===== src/rtl/regs_pkg.sv =====
// Shared register-file widths and constants so decode, execute and writeback agree.
package regs_pkg;

    localparam int XLEN_DEF    = 32;
    localparam int REG_NUM_DEF = 32;
    localparam int REG_AW_DEF  = 5;
    localparam int CNT_W_DEF   = 32;

    localparam logic [XLEN_DEF-1:0]   ZERO_WORD = 32'h0;
    localparam logic [REG_AW_DEF-1:0] REG_ZERO  = 5'd0;

endpackage


===== src/rtl/regs_rd_port.sv =====
// One combinational read port: x0 forces zero, a same-cycle writeback to the
// addressed register is forwarded, otherwise the stored value is returned.
module regs_rd_port
    import regs_pkg::*;
#(
    parameter int XLEN   = XLEN_DEF,
    parameter int REG_AW = REG_AW_DEF
) (
    input  logic [REG_AW-1:0] raddr,
    input  logic [XLEN-1:0]   stored,
    input  logic              wb_en,
    input  logic [REG_AW-1:0] wbaddr,
    input  logic [XLEN-1:0]   wbdata,
    output logic [XLEN-1:0]   rdata
);

    always_comb begin
        rdata = stored;
        if (raddr == '0) begin
            rdata = '0;
        end else if (wb_en && (wbaddr == raddr)) begin
            rdata = wbdata;
        end
    end

endmodule


===== src/rtl/regs.sv =====
// Architectural integer register file with same-cycle write bypass on all
// three read ports and a wrapping count of committed writes.
module regs
    import regs_pkg::*;
#(
    parameter int XLEN    = XLEN_DEF,
    parameter int REG_NUM = REG_NUM_DEF,
    parameter int REG_AW  = REG_AW_DEF,
    parameter int CNT_W   = CNT_W_DEF
) (
    input  logic              clk,
    input  logic              reset,
    input  logic              wb_en_i,
    input  logic [REG_AW-1:0] wbaddr_i,
    input  logic [XLEN-1:0]   wbdata_i,
    input  logic [REG_AW-1:0] raddr1_i,
    input  logic [REG_AW-1:0] raddr2_i,
    output logic [XLEN-1:0]   rdata1_o,
    output logic [XLEN-1:0]   rdata2_o,
    input  logic [REG_AW-1:0] dbg_addr_i,
    output logic [XLEN-1:0]   dbg_data_o,
    output logic [CNT_W-1:0]  wr_count_o
);

    localparam logic [CNT_W-1:0] CNT_ONE = 1;

    logic [XLEN-1:0]  mem [REG_NUM];
    logic [CNT_W-1:0] wr_count;
    logic             commit;
    logic             byp_en;

    assign commit = wb_en_i && (wbaddr_i != '0);

    // Storage is all-zero during reset, so masking the bypass makes every port read 0.
    assign byp_en = wb_en_i && !reset;

    always_ff @(posedge clk or posedge reset) begin
        if (reset) begin
            for (int i = 0; i < REG_NUM; i++) begin
                mem[i] <= '0;
            end
        end else if (commit) begin
            mem[wbaddr_i] <= wbdata_i;
        end
    end

    always_ff @(posedge clk or posedge reset) begin
        if (reset) begin
            wr_count <= '0;
        end else if (commit) begin
            wr_count <= wr_count + CNT_ONE;
        end
    end

    assign wr_count_o = wr_count;

    regs_rd_port #(.XLEN(XLEN), .REG_AW(REG_AW)) u_rd1 (
        .raddr  (raddr1_i),
        .stored (mem[raddr1_i]),
        .wb_en  (byp_en),
        .wbaddr (wbaddr_i),
        .wbdata (wbdata_i),
        .rdata  (rdata1_o)
    );

    regs_rd_port #(.XLEN(XLEN), .REG_AW(REG_AW)) u_rd2 (
        .raddr  (raddr2_i),
        .stored (mem[raddr2_i]),
        .wb_en  (byp_en),
        .wbaddr (wbaddr_i),
        .wbdata (wbdata_i),
        .rdata  (rdata2_o)
    );

    regs_rd_port #(.XLEN(XLEN), .REG_AW(REG_AW)) u_rd_dbg (
        .raddr  (dbg_addr_i),
        .stored (mem[dbg_addr_i]),
        .wb_en  (byp_en),
        .wbaddr (wbaddr_i),
        .wbdata (wbdata_i),
        .rdata  (dbg_data_o)
    );

endmodule


===== config.mk =====
export PLATFORM = sky130hd
export DESIGN_NAME = regs
export DESIGN_NICKNAME = d
export VERILOG_FILES = /design/src/rtl/regs_pkg.sv /design/src/rtl/regs_rd_port.sv /design/src/rtl/regs.sv
export SDC_FILE = /design/constraint.sdc
export NUM_CORES = 2
export LEC_CHECK = 0
export CAP_MARGIN = 10
export CORE_MARGIN = 1.5
export CORE_UTILIZATION = 34
export DETAILED_ROUTE_END_ITERATION = 8
export MAX_ROUTING_LAYER = met4
export PLACE_DENSITY = 0.45
export SLEW_MARGIN = 5
export SYNTH_ARGS = -nofsm -noshare
export SYNTH_HDL_FRONTEND = slang
export SYNTH_SLANG_ARGS = --single-unit
export TNS_END_PERCENT = 50

===== constraint.sdc =====
create_clock -name clk -period 38.5 [get_ports clk]
set_clock_uncertainty 0.2 [all_clocks]
set_input_delay 5.775 -clock clk [delete_from_list [all_inputs] [get_ports clk]]
set_output_delay 5.775 -clock clk [all_outputs]
set_load 0.02 [all_outputs]

==> run summary <==
- **run status** finished, final reports clean
- **Crit path arrival time** 12.09 ns
- **share of post-route cells with drive strength above 1** 48.6%
- **Critical Path RT** 32.52 ns
- **Cell Chain, Critical Path** buf_8 > buf_4 > buf_4 > buf_4 > xnor2_1 > nand4_1 > nand2_2 > a211oi_1 > a221o_1 > clkdlybuf4s50_1
- **post-route worst setup slack** 20.44 ns
- **Worst Hold Margin** 0.211 ns
- **net count after synthesis** 4,541
- **P per Cell Area** 51.5 mW/mm^2
- **critical path start-end classification** in2out
- **Detailed Place HPWL** 162,000 um
- **largest delay contributor family on the critical path** buffers and inverters
- **MaxCap Viol Count** 0
- **EDFF count, synth** 0
- **grt total ovfl** 0
- **worst r2r dst** wr_count_o[26]
- **synth unique cells** 59
- **Layout Area Growth over Synthesis** 12.9%
- **classification of the worst-slack hold path** reg2reg
- **first-pass iteration count of the detailed router** 7
- **commonest register cell after synthesis** sky130_fd_sc_hd__dfrtp_1
- **Worst VDD drop** 0.0412 mV
- **sequential cell area in the final layout** 0.0264 sq mm
- **post-detailed-route count of antenna-violating nets** 0
- **total setup buffers inserted after CTS** 0
- **cell area after placement** 0.0692 sq mm
- **cell depth of the worst setup path** 10
- **area of combinational cells with multiple inputs** 0.0366 sq mm
- **crit path launch type** input port
- **post-route design area** 0.0737 sq mm
- **commonest non-fill, non-tap cell in the layout** sky130_fd_sc_hd__dfrtp_1
- **number of cell rows** 160
- **fraction of registers with async set/reset** 100%
- **clock tree root driver cell** sky130_fd_sc_hd__clkbuf_16
- **count of boundary I/O pins** 183
- **leakage power figure** 30.4 nW
- **post-layout utilization of the core** 38.7%
- **dpl ws** 20.38 ns
- **clock edge transition at the registers on the reported setup and hold paths** 0.06 ns
- **synth top area cells** sky130_fd_sc_hd__dfrtp_1 40%, sky130_fd_sc_hd__mux4_2 26%, sky130_fd_sc_hd__mux2_2 18%
- **number of global-route vias before repair** 44.6k
- **max_slew headroom** 10.3%
- **upper clock frequency limit** 55.4 MHz
- **Synth Warn #** 0
- **Buf+Inv Stages, Crit Path** 5
- **Max FO, Critical Path** 67
- **Fin Setup TNS** 0 ns
- **worst reg2reg setup slack** 36.07 ns
- **Iteration-0 DRC Markers** 3,760
- **Setup crit end** dbg_data_o[31]
- **Most Frequent Cell on Critical Path** sky130_fd_sc_hd__buf_4
- **total wire length** 270,000 um
- **level count of the clock H-tree** 4
- **final hold violations** 0
- **final worst-path cycle share** 46.9%
- **post-synth top area cell** sky130_fd_sc_hd__dfrtp_1
- **filler cell count in the final layout** 17.8k
- **number of nets in the layout** 4,482
- **RR Startpoint** wr_count_o[2]
- **pin count of the biggest net entering global routing** 158
- **drt wl/cell** 38.3 um
- **routed via count** 44.5k
- **actual slew at the worst max-slew pin** 1.34 ns
- **cell area after synthesis** 0.0653 sq mm
- **maximum number of buffers from clock root to sink** 3
- **Post-Synthesis Mean Instance Area** 14.6 sq um
- **number of clock buffers inserted by TritonCTS** 133
- **Resized cells post-CTS** 0
- **# setup viols final** 0
- **Critical Path Slowest Stage Cell** sky130_fd_sc_hd__nand2_2
- **Syn Inst Count** 4,485
- **initial antenna violation count** 5
- **CTS tree** yes
- **Post-CTS Hold Fix Bufs** 0
- **TritonCTS sink count** 1,056
- **area share of the leading cell type in the synthesized netlist** 40.5%
- **insertion delay to the later sink of the worst-skew pair** 0.79 ns
- **commonest cells after routing, fill and taps aside** 1,056 x sky130_fd_sc_hd__dfrtp_1, 1,016 x sky130_fd_sc_hd__mux2_2, 764 x sky130_fd_sc_hd__mux4_2
- **final weighted congestion of routability-driven global placement** 0.845
- **die outline height** 441 um
- **Setup crit end kind** output port
- **GRT Overall Usage** 28.7%
- **starting utilization of the core area** 34.3%
- **unrepaired setup endpoints after global routing** false
- **global-route wire length before repair** 379,000 um
- **Die Area** 0.195 sq mm
- **r2r worst-path depth** 7
- **width of the die** 441 um
- **Port Buffers** 182
- **Vias per Instance** 6.31
- **post-synthesis sequential element count** 1,056
- **Slew Limit Fails** 0
- **Max stage delay on crit path** 1.09 ns
- **DRC violation count after routing** 0
- **area of the core** 0.190 sq mm
- **start point of the critical path** dbg_addr_i[0]
- **share of synthesized area occupied by flip-flops and latches** 40.5%
- **time the final worst path needs with I/O delays and setup** 18.06 ns
cells by family after synthesis:
logic type | synth area share, %
XOR/XNOR | 0.617
AO/OA/AOI/OAI | 4.64
buffers and inverters | 3.91
AND/OR/NAND/NOR | 3.14
adder cells (fa/ha/maj) | 0.0192
flip-flops | 40.5
multiplexers | 47.2
registers in the layout, summed over array words and instances, names as in the netlist:
name and count:
wr_count_o 32, mem 1024
synthesized netlist by cell type (30+ instances only):
cell type	count
sky130_fd_sc_hd__clkbuf_1	241
sky130_fd_sc_hd__mux2_2	1016
sky130_fd_sc_hd__buf_1	64
sky130_fd_sc_hd__nand3_1	55
sky130_fd_sc_hd__a22oi_1	64
sky130_fd_sc_hd__buf_6	33
sky130_fd_sc_hd__mux2i_1	203
sky130_fd_sc_hd__nor2b_1	50
sky130_fd_sc_hd__nand2_1	166
sky130_fd_sc_hd__mux4_2	764
sky130_fd_sc_hd__o21ai_1	34
sky130_fd_sc_hd__a211oi_1	80
sky130_fd_sc_hd__a21oi_1	63
sky130_fd_sc_hd__a221o_1	41
sky130_fd_sc_hd__dfrtp_1	1056
sky130_fd_sc_hd__buf_4	33
sky130_fd_sc_hd__buf_2	144
sky130_fd_sc_hd__xnor2_1	30
sky130_fd_sc_hd__nor2_1	59
sky130_fd_sc_hd__a221oi_1	36
sky130_fd_sc_hd__o21ai_0	53
metal layers:
| layer | wire [um] | GRT usage (%) |
|---|---|---|
| met1 | 113000 | 36.9 |
| met2 | 129000 | 44.9 |
| met3 | 15100 | 4.57 |
| met4 | 12800 | 12.1 |
| met5 | 0 | - |
power by group:
part           internal, W  switching, W  total, W
Combinational     0.000544      0.000430  0.000974
Sequential         0.00132      0.000199   0.00152
Clock             0.000774      0.000529   0.00130
through the flow:
stage,instances,total power [W]
3_3_place_gp,6801,0.00249
4_1_cts,7040,0.00382
6_report,7044,0.00380
5_1_grt,7043,0.00395
3_5_place_dp,6802,0.00251
2_1_floorplan,4485,0.00217
worst min path at each step:
stage | start | to | slack (ns) | cells after the start
global route | mem[1000] | mem[1000] | 0.23 | 0
floorplan | mem[1002] | mem[1002] | 0.26 | 1
detailed placement | mem[1014] | mem[1014] | 0.20 | 0
CTS | mem[1014] | mem[1014] | 0.22 | 0
finish | mem[1019] | mem[1019] | 0.21 | 0
global placement | mem[1014] | mem[1014] | 0.20 | 0
layout make-up:
type | count | area share, %
Timing Repair Buffer | 323 | 4.06
Clock buffer | 194 | 5.32
Clock inverter | 44 | 0.722
Tap cell | 2511 | 4.26
Sequential cell | 1056 | 35.9
Multi-Input combinational cell | 2898 | 49.7
Inverter | 14 | 0.0917
Antenna cell | 4 | 0.0136
Note: power is estimated with default switching activity, not from simulation.
